===== config.mk =====
export PLATFORM = sky130hd
export DESIGN_NAME = posit_addsub_arbiter_flat
export DESIGN_NICKNAME = d
export VERILOG_FILES = /design/src/rtl/posit_addsub_arbiter_if.sv /design/src/rtl/posit_addsub_arbiter.sv /design/src/flat_wrapper.sv
export SDC_FILE = /design/constraint.sdc
export NUM_CORES = 1
export LEC_CHECK = 0
export BUFFER_PORTS_ARGS = -buffer_cell sky130_fd_sc_hd__buf_2
export CORE_AREA = 2 2 156 158
export CTS_CLUSTER_SIZE = 20
export DETAILED_ROUTE_END_ITERATION = 16
export DIE_AREA = 0 0 158 160
export GPL_TIMING_DRIVEN = 0
export SLEW_MARGIN = 5
export SYNTH_ARGS = -nofsm -noshare
export SYNTH_HDL_FRONTEND = slang
export SYNTH_SLANG_ARGS = --single-unit

===== constraint.sdc =====
create_clock -name clk -period 4.8 [get_ports clk]
set_input_delay 0.72 -clock clk [delete_from_list [all_inputs] [get_ports clk]]
set_output_delay 0.72 -clock clk [all_outputs]
set_load 0.01 [all_outputs]

===== src/rtl/posit_addsub_arbiter_if.sv =====
`default_nettype none
// ============================================================================
//  Module      : posit_addsub_arbiter_if
//  Description : Requester, shared-datapath and result bundle for the
//                two-port posit add/sub arbiter.
//  Revision    : 1.0 - initial release
// ============================================================================
interface posit_addsub_arbiter_if #(
    parameter int N = 32
);
    logic         req0_valid;
    logic         req0_ready;
    logic         req0_sub;
    logic [N-1:0] req0_a;
    logic [N-1:0] req0_b;

    logic         req1_valid;
    logic         req1_ready;
    logic         req1_sub;
    logic [N-1:0] req1_a;
    logic [N-1:0] req1_b;

    logic [N-1:0] dp_a;
    logic [N-1:0] dp_b;
    logic [N-1:0] dp_result;

    logic         res_valid;
    logic         res_ready;
    logic [N-1:0] res_data;
    logic         res_id;
    logic [15:0]  op_count;

    // Environment side: requesters, add unit and result consumer.
    modport master (
        output req0_valid, req0_sub, req0_a, req0_b,
        output req1_valid, req1_sub, req1_a, req1_b,
        output dp_result, res_ready,
        input  req0_ready, req1_ready, dp_a, dp_b,
        input  res_valid, res_data, res_id, op_count
    );

    // Arbiter side.
    modport slave (
        input  req0_valid, req0_sub, req0_a, req0_b,
        input  req1_valid, req1_sub, req1_a, req1_b,
        input  dp_result, res_ready,
        output req0_ready, req1_ready, dp_a, dp_b,
        output res_valid, res_data, res_id, op_count
    );
endinterface
`default_nettype wire


===== src/rtl/posit_addsub_arbiter.sv =====
`default_nettype none
// ============================================================================
//  Module      : posit_addsub_arbiter
//  Description : Round-robin arbiter feeding a shared combinational posit
//                adder through a two-stage issue/result pipeline.
//  Revision    : 1.0 - initial release
// ============================================================================
module posit_addsub_arbiter #(
    parameter int N  = 32,
    parameter int ES = 4
) (
    input  logic                  clk,
    input  logic                  reset,
    posit_addsub_arbiter_if.slave bus
);

    // ES only matters to the external adder; nothing here depends on it.
    if (ES >= N) begin : g_es_range
    end

    logic         r_s1_valid;
    logic         r_s1_id;
    logic [N-1:0] r_s1_a;
    logic [N-1:0] r_s1_b;
    logic         r_s2_valid;
    logic         r_s2_id;
    logic [N-1:0] r_s2_data;
    logic         r_rr_ptr;
    logic [15:0]  r_op_count;

    logic         w_s2_accept;
    logic         w_s1_advance;
    logic         w_s1_accept;
    logic         w_grant0;
    logic         w_grant1;
    logic         w_ready0;
    logic         w_ready1;
    logic         w_hs;
    logic         w_res_fire;
    logic [N-1:0] w_sel_a;
    logic [N-1:0] w_sel_b;
    logic         w_sel_sub;
    logic [N-1:0] w_b_eff;

    assign w_s2_accept  = !r_s2_valid || bus.res_ready;
    assign w_s1_advance = r_s1_valid && w_s2_accept;
    assign w_s1_accept  = !r_s1_valid || w_s2_accept;
    assign w_res_fire   = r_s2_valid && bus.res_ready;

    // Sole requester wins outright; on contention rr_ptr picks.
    assign w_grant0 = bus.req0_valid && (!bus.req1_valid || !r_rr_ptr);
    assign w_grant1 = bus.req1_valid && (!bus.req0_valid ||  r_rr_ptr);
    assign w_ready0 = w_grant0 && w_s1_accept;
    assign w_ready1 = w_grant1 && w_s1_accept;
    assign w_hs     = w_ready0 || w_ready1;

    assign w_sel_a   = w_ready1 ? bus.req1_a   : bus.req0_a;
    assign w_sel_b   = w_ready1 ? bus.req1_b   : bus.req0_b;
    assign w_sel_sub = w_ready1 ? bus.req1_sub : bus.req0_sub;
    // Posit negation is plain two's complement; zero and NaR are fixed points.
    assign w_b_eff   = w_sel_sub ? (~w_sel_b + {{(N-1){1'b0}}, 1'b1}) : w_sel_b;

    always_ff @(posedge clk) begin
        if (reset) begin
            r_s1_valid <= 1'b0;
            r_rr_ptr   <= 1'b0;
        end else if (w_hs) begin
            r_s1_valid <= 1'b1;
            r_rr_ptr   <= !w_ready1;
        end else if (w_s1_advance) begin
            r_s1_valid <= 1'b0;
        end
    end

    always_ff @(posedge clk) begin
        if (w_hs) begin
            r_s1_id <= w_ready1;
            r_s1_a  <= w_sel_a;
            r_s1_b  <= w_b_eff;
        end
    end

    always_ff @(posedge clk) begin
        if (reset) begin
            r_s2_valid <= 1'b0;
        end else if (w_s1_advance) begin
            r_s2_valid <= 1'b1;
        end else if (w_res_fire) begin
            r_s2_valid <= 1'b0;
        end
    end

    always_ff @(posedge clk) begin
        if (w_s1_advance) begin
            r_s2_id   <= r_s1_id;
            r_s2_data <= bus.dp_result;
        end
    end

    always_ff @(posedge clk) begin
        if (reset) begin
            r_op_count <= 16'h0000;
        end else if (w_res_fire) begin
            r_op_count <= r_op_count + 16'h0001;
        end
    end

    assign bus.req0_ready = w_ready0;
    assign bus.req1_ready = w_ready1;
    assign bus.dp_a       = r_s1_a;
    assign bus.dp_b       = r_s1_b;
    assign bus.res_valid  = r_s2_valid;
    assign bus.res_data   = r_s2_data;
    assign bus.res_id     = r_s2_id;
    assign bus.op_count   = r_op_count;

endmodule
`default_nettype wire


===== src/flat_wrapper.sv =====
// flat-port wrapper written by rule: the top's interface ports become plain ports
module posit_addsub_arbiter_flat 
#(
    parameter int N  = 32,
    parameter int ES = 4
)
  (clk, reset, bus_req0_valid, bus_req0_sub, bus_req0_a, bus_req0_b, bus_req1_valid, bus_req1_sub, bus_req1_a, bus_req1_b, bus_dp_result, bus_res_ready, bus_req0_ready, bus_req1_ready, bus_dp_a, bus_dp_b, bus_res_valid, bus_res_data, bus_res_id, bus_op_count);
  posit_addsub_arbiter_if #(.N(N)) bus_i ();
  input  logic clk;
  input  logic reset;
  input wire logic [$bits(bus_i.req0_valid)-1:0] bus_req0_valid;
  input wire logic [$bits(bus_i.req0_sub)-1:0] bus_req0_sub;
  input wire logic [$bits(bus_i.req0_a)-1:0] bus_req0_a;
  input wire logic [$bits(bus_i.req0_b)-1:0] bus_req0_b;
  input wire logic [$bits(bus_i.req1_valid)-1:0] bus_req1_valid;
  input wire logic [$bits(bus_i.req1_sub)-1:0] bus_req1_sub;
  input wire logic [$bits(bus_i.req1_a)-1:0] bus_req1_a;
  input wire logic [$bits(bus_i.req1_b)-1:0] bus_req1_b;
  input wire logic [$bits(bus_i.dp_result)-1:0] bus_dp_result;
  input wire logic [$bits(bus_i.res_ready)-1:0] bus_res_ready;
  output wire logic [$bits(bus_i.req0_ready)-1:0] bus_req0_ready;
  output wire logic [$bits(bus_i.req1_ready)-1:0] bus_req1_ready;
  output wire logic [$bits(bus_i.dp_a)-1:0] bus_dp_a;
  output wire logic [$bits(bus_i.dp_b)-1:0] bus_dp_b;
  output wire logic [$bits(bus_i.res_valid)-1:0] bus_res_valid;
  output wire logic [$bits(bus_i.res_data)-1:0] bus_res_data;
  output wire logic [$bits(bus_i.res_id)-1:0] bus_res_id;
  output wire logic [$bits(bus_i.op_count)-1:0] bus_op_count;
  assign bus_i.req0_valid = bus_req0_valid;
  assign bus_i.req0_sub = bus_req0_sub;
  assign bus_i.req0_a = bus_req0_a;
  assign bus_i.req0_b = bus_req0_b;
  assign bus_i.req1_valid = bus_req1_valid;
  assign bus_i.req1_sub = bus_req1_sub;
  assign bus_i.req1_a = bus_req1_a;
  assign bus_i.req1_b = bus_req1_b;
  assign bus_i.dp_result = bus_dp_result;
  assign bus_i.res_ready = bus_res_ready;
  assign bus_req0_ready = bus_i.req0_ready;
  assign bus_req1_ready = bus_i.req1_ready;
  assign bus_dp_a = bus_i.dp_a;
  assign bus_dp_b = bus_i.dp_b;
  assign bus_res_valid = bus_i.res_valid;
  assign bus_res_data = bus_i.res_data;
  assign bus_res_id = bus_i.res_id;
  assign bus_op_count = bus_i.op_count;
  posit_addsub_arbiter #(.N(N), .ES(ES)) u_core (.clk(clk), .reset(reset), .bus(bus_i));
endmodule

## Word level (Yosys, flattened, before mapping)

Cells that the tools add are included.

| word-level totals | value |
|---|---|
| bits of input ports | 167 |
| register bits after elaboration | 117 |
| output and inout port bits | 116 |
| logic and storage cells | 39 |

| cells by class | value |
|---|---|
| muxes and demuxes | 8 |
| bitwise gates (word level) | 1 |
| add/sub/neg operators | 2 |
| reductions and logical operators | 19 |

Operators with widths:

| operator | number |
|---|---|
| 32-bit 2-to-1 mux | 3 |
| 32-bit by 1-bit adder with 32-bit output, second input constant | 1 |
| 32-bit inverter | 1 |
| 16-bit by 1-bit adder with 16-bit output, second input constant | 1 |
| 1-bit logical AND | 6 |
| 1-bit logical NOT | 6 |
| 1-bit logical OR | 5 |
| 1-bit 2-to-1 mux | 5 |
| 2-bit nonzero test | 2 |

## Longest topological paths before layout

Gate-level depths: netlist of the first run.

| depth | value |
|---|---|
| word-level depth | 8 |
| depth in mapped cells | 12 |
| depth with buffers taken out | 9 |

## Worst setup path after synthesis of the first run

Ideal clock, no wire load.

| path | value |
|---|---|
| path kind | input -> register |
| from | in bus_res_ready |
| to | reg u_core.r_s2_data[0] (netlist: u_core.bus.res_data[0]), enable pin |
| required time | 4.326 ns |
| buffers on the path | 0 |
| slack | 1.127 ns |
| library setup time | 0.474 ns |
| arrival | 3.199 ns |
| cell stages on the path | 2 |
| path through | inv_1 -> a21boi_0 |

| between the ends | value |
|---|---|
| longest elaborated chain between the ends | 2 |

RTL lines:

| what | RTL line | RTL |
|---|---|---|
| start, declared | flat_wrapper.sv:20 | `input wire logic [$bits(bus_i.res_ready)-1:0] bus_res_ready;` |
| 1-bit logical OR | posit_addsub_arbiter.sv:45 | `assign w_s2_accept = !r_s2_valid \|\| bus.res_ready;` |
| 1-bit logical AND | posit_addsub_arbiter.sv:46 | `assign w_s1_advance = r_s1_valid && w_s2_accept;` |
| named net u_core.w_s1_advance | posit_addsub_arbiter.sv:32 | `logic w_s1_advance;` |
| end signal, assigned | posit_addsub_arbiter.sv:96 | `r_s2_data <= bus.dp_result;` |
| end, declared | posit_addsub_arbiter.sv:27 | `logic [N-1:0] r_s2_data;` |

The timed path passes the listed nets, and every way through them passes these cells.
A chain may end at the register's enable or synchronous reset.

## Final worst setup path of the first run

| path | value |
|---|---|
| from | reg u_core.r_s2_valid (netlist: u_core.bus.res_valid) |
| to | reg u_core.r_s1_b[30] (netlist: u_core.bus.dp_b[30]) (data pin) |

| between the ends | value |
|---|---|
| longest elaborated chain between the ends | 8 |
| elaborated cells between the ends (all ways) | 9 |
| those cells by class | add/sub: 1; mux: 3; bitwise: 1; reduce/logical: 4 |

RTL lines:

| what | RTL line | RTL |
|---|---|---|
| start, declared | posit_addsub_arbiter.sv:25 | `logic r_s2_valid;` |
| start signal, assigned | posit_addsub_arbiter.sv:85 | `r_s2_valid <= 1'b0;` |
| start signal, assigned | posit_addsub_arbiter.sv:87 | `r_s2_valid <= 1'b1;` |
| start signal, assigned | posit_addsub_arbiter.sv:89 | `r_s2_valid <= 1'b0;` |
| 1-bit logical NOT (*) | posit_addsub_arbiter.sv:45 |  |
| 1-bit logical OR (*) | posit_addsub_arbiter.sv:45 |  |
| 1-bit logical OR (*) | posit_addsub_arbiter.sv:47 | `assign w_s1_accept = !r_s1_valid \|\| w_s2_accept;` |
| 1-bit logical AND (*) | posit_addsub_arbiter.sv:54 | `assign w_ready1 = w_grant1 && w_s1_accept;` |
| 32-bit 2-to-1 mux | posit_addsub_arbiter.sv:58 | `assign w_sel_b = w_ready1 ? bus.req1_b : bus.req0_b;` |
| 32-bit inverter | posit_addsub_arbiter.sv:61 | `assign w_b_eff = w_sel_sub ? (~w_sel_b + {{(N-1){1'b0}}, 1'b1}) : w_sel_b;` |
| 32-bit by 1-bit adder with 32-bit output | posit_addsub_arbiter.sv:61 |  |
| 32-bit 2-to-1 mux (*) | posit_addsub_arbiter.sv:61 |  |
| named net u_core.w_b_eff[30] | posit_addsub_arbiter.sv:43 | `logic [N-1:0] w_b_eff;` |
| end signal, assigned | posit_addsub_arbiter.sv:79 | `r_s1_b <= w_b_eff;` |
| end, declared | posit_addsub_arbiter.sv:24 | `logic [N-1:0] r_s1_b;` |

Mark *: on every way through the listed nets, which the timed path passes. The rest lies on a longest branch.

==> impl_metrics.yaml, run 1 <==
status:
  outcome: "finished clean"
cells_and_area:
  nFillCells: 2470
  final_cell_area_um2: 8270
  finalNetCount: 1002
  drive_above_1_share_pct: 41.3
  area_growth_pct: 43.0
synth:
  yosysUniqueCellTypes: 54
  synth_nets: 700
  ys_top_cells_by_count: "nand2_1, edfxtp_1, nor2_1, mux2i_1, xor2_1"
  synth_flop_cell: "edfxtp_1"
  synth_edf_count: 98
  synth-async-reset-ratio_pct: 0
  ys_ff_latch: 117
  synth_area_leader_cell: "edfxtp_1"
  synth.most_common_cell: "nand2_1"
  synth_area_um2: 5780
  yosysSeqAreaShare_pct: 57.5
  synth_top_cells_by_area: "edfxtp_1, nand2_1, dfxtp_1"
  syn_area_per_cell_um2: 10.9
  syn-instance-count: 531
  synth_top_area_share_pct: 50.9
  ys_warn_count: 0
worst_setup_path:
  r2r_cells: 12
  worstPathCellList: "nand3b_4 > nand3_2 > buf_2 > buf_2 > buf_2 > mux2i_1 > ha_1 > and4_1 > mux2_2 > a21boi_0 > a21oi_1 > xnor2_1"
  crit_arrival_ps: 4130
  worstPathMaxFanout: 10
  crit_type: "flop to flop"
  crit-reg2reg-launch: "u_core.bus.res_valid$_SDFFE_PP0P_"
  required_ps: 4960
  cp_slowest_stage_delay_ps: 470
  path_depth: 12
  cp_top_family: "buffers and inverters"
  critPathCapture: "u_core.bus.dp_b[30]$_DFFE_PP_"
  r2r_end: "u_core.bus.dp_b[30]$_DFFE_PP_"
  reg2reg_slack_ps: 830
  end_kind: "flop"
  worst-path-buf-inv: 3
  crit_start: "u_core.bus.res_valid$_SDFFE_PP0P_"
  cpMostUsedCell: "buf_2"
  startpoint_type: "flop"
  slowest_stage: "dfxtp_1"
clock_tree:
  path_clk_slew_ps: 60
  cts-resized-gates: 0
  worstSkewPairLatency_ps: 410
  postCtsSetupRepairBufs: 0
  cts_inserted_buffers: 17
  cts_buffer_depth: 2
  htree_levels: 4
  ctsHoldBuffers: 0
  cts.sinks: 117
  ctsRootBufferMaster: "clkbuf_16"
  cts_tree: "built"
grt:
  grt_pass1_wl_mm: 28.8
  grtUsageMet2_pct: 26.6
  grt_usage_pct: 15.2
  gr-total-overflow: 0
  busiest_layer: "met2"
  grtUsageMet3_pct: 5.18
  met1_usage_pct: 16.8
  grt_max_degree: 66
  grt_pass1_vias: 5051
  antenna_found_initial: 8
power:
  finalPower_uw: 3010
  p_clk_share_pct: 41.6
  switching_share_pct: 27.1
  seqPwrFrac_pct: 41.7
  power.density_nw_per_um2: 365
  combPwrFrac_pct: 16.6
  leakagePower_uw: 0.00369
  peakVddDrop_mv: 0.211
  p_int_uw: 2200
  p_switching_uw: 818
timing:
  hold_slack_ps: 429
  finalClockSkew_ps: 8.00
  maxSlewViolCount: 0
  fin_crit_sh_pct: 82.7
  min_period_ps: 3970
  relSlewSlack_pct: 62.7
  worst_slack_ps: 829
  fmax_mhz: 252
  rsz0062_at_grt: "no"
  setup_viol: 0
  fin_setup_tns_ps: 0
  worst_slew_pin_slew_ps: 554
  hold_viol: 0
floorplan:
  die_height_um: 160
  rows: 57
  core_um2: 23800
  die_x_um: 158
  start_util_pct: 24.3
  die-area_um2: 25300
  io_pins: 283
run:
  cap_violations: 0
place:
  io_buffers: 281
  place_congestion: 0.889
  hpwl_mm: 15.5
  dpl_worst_slack_ps: 427
  place_area_um2: 7660
detailed_routing:
  drt_iter0_drc: 339
  drtAntennaViolNets: 0
  drt-total-wl_mm: 20.0
  drc: 0
  drt-pass1-iter-count: 5
  vias: 5218
  wl_per_cell_um: 17.0
  via_per_inst: 4.44
worst_hold_path:
  min_from: "u_core.r_s1_id$_DFFE_PP_"
  min_path_type: "flop to flop"
## cells in the final DEF (no fill, tap or decap), drive strengths merged, types with 9 or more instances in the layout
master	netlist	routed
nor2	38	38
nand4	9	9
nand2	124	124
xnor2	19	19
o21ai	17	17
a21oi	20	20
nor4	15	15
nand3	11	11
dfxtp	19	19
buf	16	299
edfxtp	98	98
nor3	11	11
mux2i	33	33
or3	12	12
clkbuf	4	26
xor2	23	23
inv	4	9
## layout make-up
class                      instances  area, um^2  share of cell area, %
buffer                            20         101                   1.23
timing repair buffer             283        1460                   17.7
sequential                       117        3320                   40.2
tap                              324         405                   4.90
clock buffer                      22         510                   6.17
inverter                           5        22.5                  0.272
antenna                            6        15.0                  0.182
clock inverter                    10        81.3                  0.984
multi-input combinational        389        2350                   28.4
## sequential cells by signal, summed over array words and instances (netlist names)
name and cells:
u_core.r_rr_ptr 1, u_core.bus.op_count 16, u_core.r_s1_id 1, u_core.bus.res_valid 1, u_core.r_s1_valid 1, u_core.bus.dp_a 32, u_core.bus.res_id 1, u_core.bus.dp_b 32
u_core.bus.res_data 32
## how the worst min path moves through the flow
stage               cells past startpoint                           to  slack, ps
finish                                  0  u_core.bus.res_id$_DFFE_PP_        430
global route                            0  u_core.bus.res_id$_DFFE_PP_        440
CTS                                     0  u_core.bus.res_id$_DFFE_PP_        430
detailed placement                      0  u_core.bus.res_id$_DFFE_PP_        410
global placement                        0  u_core.bus.res_id$_DFFE_PP_        400
floorplan                               0  u_core.bus.res_id$_DFFE_PP_        400
## metal layers
metal  up-vias  share of wire (%)
met3        27                7.7
met1      2427                 39
met5         -              0.065
met4         2                1.8
met2       217                 51
li1       2545                  -
## power by group through the flow
stage / Combinational [uW] / Sequential [uW] / Clock, uW
CTS: 508 / 1260 / 1290
global placement: 491 / 1280 / 0
global route: 548 / 1270 / 1330
detailed placement: 506 / 1280 / 0
finish: 502 / 1260 / 1250
floorplan: 186 / 1330 / 0
## cells by family after synthesis
kind of cell	count (synthesis)	share of synthesized area, %
DFF	117	57.5
AOI/OAI and AO/OA	60	6.49
xor gates and xnor gates	42	6.36
and+or+nand+nor	247	20.4
adders and majority gates	2	0.433
buffers and inverters	25	2.10
muxes	38	6.75
## through the flow
step                      std cells  util (%)
after floorplan                 531         -
after global placement         1136      31.9
after detailed placement       1138      32.2
after CTS                      1170      34.6
after global routing           1174      34.7
final                          1176      34.7
(Power assumes the default switching activity.)
==> run 2: changes to the inputs <==
--- a/config.mk
+++ b/config.mk
@@ -5,11 +5,12 @@
 export SDC_FILE = /design/constraint.sdc
 export NUM_CORES = 1
 export LEC_CHECK = 0
+export ABC_AREA = 1
 export BUFFER_PORTS_ARGS = -buffer_cell sky130_fd_sc_hd__buf_2
-export CORE_AREA = 2 2 156 158
+export CORE_AREA = 2 2 159 161
 export CTS_CLUSTER_SIZE = 20
 export DETAILED_ROUTE_END_ITERATION = 16
-export DIE_AREA = 0 0 158 160
+export DIE_AREA = 0 0 161 163
 export GPL_TIMING_DRIVEN = 0
 export SLEW_MARGIN = 5
 export SYNTH_ARGS = -nofsm -noshare
==> constraint.sdc (replaced) <==
create_clock -name clk -period 3.32 [get_ports clk]
set_input_delay 0.498 -clock clk [delete_from_list [all_inputs] [get_ports clk]]
set_output_delay 0.498 -clock clk [all_outputs]
set_load 0.01 [all_outputs]
==> run 2 against run 1 <==
Cell count is 17% higher; design area is 2.9% higher; largest power group unchanged; area after synthesis is 4.6% higher; highest routed layer unchanged; critical path type unchanged; die area is 3.8% higher; non-clock buffer count is 2 higher.
==> impl_metrics.yaml, run 2 <==
floorplan:
  die_height_um: 163
  rows: 58
  io_pins: 283
  start_util_pct: 24.5
  die_x_um: 161
  die-area_um2: 26200
  core_um2: 24700
timing:
  rsz0062_at_grt: "no"
  min_period_ps: 2740
  hold_viol: 0
  fin_crit_sh_pct: 82.6
  fmax_mhz: 365
  finalClockSkew_ps: 10.7
  setup_viol: 0
  fin_setup_tns_ps: 0
  worst_slack_ps: 578
  maxSlewViolCount: 0
  hold_slack_ps: 259
  worst_slew_pin_slew_ps: 623
  relSlewSlack_pct: 58.3
detailed_routing:
  drtAntennaViolNets: 0
  top_layer_used: "met5"
  drt-total-wl_mm: 19.7
  drt-pass1-iter-count: 4
  drc: 0
  wl_met2_mm: 9.45
  wl_per_cell_um: 14.4
  vias: 5642
  wl_met3_mm: 1.31
  drt_iter0_drc: 220
  via_per_inst: 4.12
  met1Wirelength_mm: 8.64
power:
  p_clk_share_pct: 40.5
  leakagePower_uw: 0.00421
  switching_share_pct: 27.5
  combPwrFrac_pct: 18.1
  peakVddDrop_mv: 0.244
  power.density_nw_per_um2: 514
  p_int_uw: 3170
  p_switching_uw: 1200
  seqPwrFrac_pct: 41.4
synth:
  synth-async-reset-ratio_pct: 0
  synth_flop_cell: "edfxtp_1"
  ys_top_cells_by_count: "nand2_1, edfxtp_1, inv_1, nor2_1, nand3_1"
  synth_area_um2: 6050
  syn_area_per_cell_um2: 8.39
  ys_ff_latch: 117
  synth_top_area_share_pct: 48.7
  yosysUniqueCellTypes: 34
  synth_nets: 890
  synth_area_leader_cell: "edfxtp_1"
  ys_warn_count: 0
  yosysSeqAreaShare_pct: 54.9
  synth_edf_count: 98
  synth_top_cells_by_area: "edfxtp_1, nand2_1, dfxtp_1"
  syn-instance-count: 721
  synth.most_common_cell: "nand2_1"
clock_tree:
  path_clk_slew_ps: 60
  postCtsSetupRepairBufs: 0
  ctsRootBufferMaster: "clkbuf_16"
  ctsHoldBuffers: 0
  cts.sinks: 117
  cts_tree: "built"
  cts_buffer_depth: 2
  cts_inserted_buffers: 17
  cts-resized-gates: 0
  worstSkewPairLatency_ps: 410
  htree_levels: 4
grt:
  grt_max_degree: 40
  grt_pass1_wl_mm: 29.7
  antenna_found_initial: 9
  grt_usage_pct: 15.0
  gr-total-overflow: 0
  grt_pass1_vias: 5427
worst_setup_path:
  slowest_stage: "dfxtp_1"
  cpMostUsedCell: "nand3_4"
  crit-reg2reg-launch: "u_core.bus.res_valid$_SDFFE_PP0P_"
  cp_slowest_stage_delay_ps: 480
  worstPathMaxFanout: 39
  worstPathCellList: "nand3_4 > nand3_4 > buf_6 > buf_2 > buf_1 > nand2_4 > buf_12"
  crit_type: "flop to flop"
  reg2reg_slack_ps: 580
  end_kind: "flop"
  r2r_cells: 7
  crit_arrival_ps: 2880
  required_ps: 3460
  r2r_end: "u_core.bus.dp_b[7]$_DFFE_PP_"
  startpoint_type: "flop"
  worst-path-buf-inv: 4
  cp_top_family: "buffers and inverters"
cells_and_area:
  area_growth_pct: 40.6
  finalNetCount: 1192
  final_cell_mix: "buf_2, nand2_1, edfxtp_1"
  utilization_pct: 34.5
  nFillCells: 2603
  layout_commonest_cell: "buf_2"
  drive_above_1_share_pct: 33.4
place:
  io_buffers: 281
  hpwl_mm: 16.0
  place_congestion: 0.834
  dpl_worst_slack_ps: 324
worst_hold_path:
  min_from: "bus_dp_result[24]"
  min_path_cells: 1
  min_path_type: "input pin to flop"
  holdPathEnd: "u_core.bus.res_data[24]$_DFFE_PP_"
status:
  outcome: "finished clean"
run:
  cap_violations: 0
## run 2: stage by stage
| stage | instance area (um^2) | std cells | power, uW |
|---|---|---|---|
| after CTS | 8490 | 1366 | 4450 |
| after floorplan | 6050 | 721 | 2270 |
| after global routing | 8500 | 1369 | 4610 |
| after global placement | 7870 | 1332 | 2630 |
| after detailed placement | 7930 | 1334 | 2650 |
| final | 8500 | 1371 | 4370 |
## run 2: cell type report
| type | count | area [um^2] | area share, % |
|---|---|---|---|
| sequential | 117 | 3320 | 39.1 |
| multi-input combinational | 489 | 2260 | 26.6 |
| timing repair buffer | 283 | 1450 | 17.0 |
| clock buffer | 18 | 429 | 5.05 |
| tap | 330 | 413 | 4.86 |
| inverter | 93 | 349 | 4.10 |
| clock inverter | 14 | 136 | 1.60 |
| buffer | 22 | 130 | 1.53 |
| antenna | 5 | 12.5 | 0.147 |
## run 2: power groups by stage
| stage | combinational [uW] | clock (uW) | sequential, uW |
|---|---|---|---|
| after floorplan | 341 | 0 | 1930 |
| after global placement | 780 | 0 | 1850 |
| after detailed placement | 802 | 0 | 1840 |
| after CTS | 804 | 1830 | 1810 |
| after global routing | 883 | 1900 | 1820 |
| final | 792 | 1770 | 1810 |
## run 2: how the worst max path moves through the flow
stage | start | endpoint | cells past startpoint | slack, ps
detailed placement | bus_res_ready | u_core.bus.dp_b[1]$_DFFE_PP_ | 9 | 320
floorplan | bus_res_ready | u_core.bus.dp_a[0]$_DFFE_PP_ | 7 | 120
global placement | bus_res_ready | u_core.bus.dp_b[1]$_DFFE_PP_ | 8 | -1340
CTS | u_core.bus.res_valid$_SDFFE_PP0P_ | u_core.bus.dp_b[28]$_DFFE_PP_ | 7 | 500
global route | u_core.bus.res_valid$_SDFFE_PP0P_ | u_core.bus.dp_b[28]$_DFFE_PP_ | 7 | 360
finish | u_core.bus.res_valid$_SDFFE_PP0P_ | u_core.bus.dp_b[7]$_DFFE_PP_ | 7 | 580
## run 2: cells by family (layout without fill, tap and decap cells)
logic type | Yosys count | in the layout | share of synthesized area (%)
flip-flops | 117 | 117 | 54.9
AND/OR/NAND/NOR | 427 | 427 | 30.0
XOR/XNOR | 20 | 20 | 2.90
buffers and inverters | 115 | 430 | 7.92
other | 0 | 5 | 0
adder cells (fa/ha/maj) | 2 | 2 | 0.414
AO/OA/AOI/OAI | 40 | 40 | 3.85
## run 2: per-layer routing
layer	vias up	track usage, %
met3	22	4.63
met2	185	25.0
met4	6	4.95
met5	-	0
li1	2912	-
met1	2517	18.7
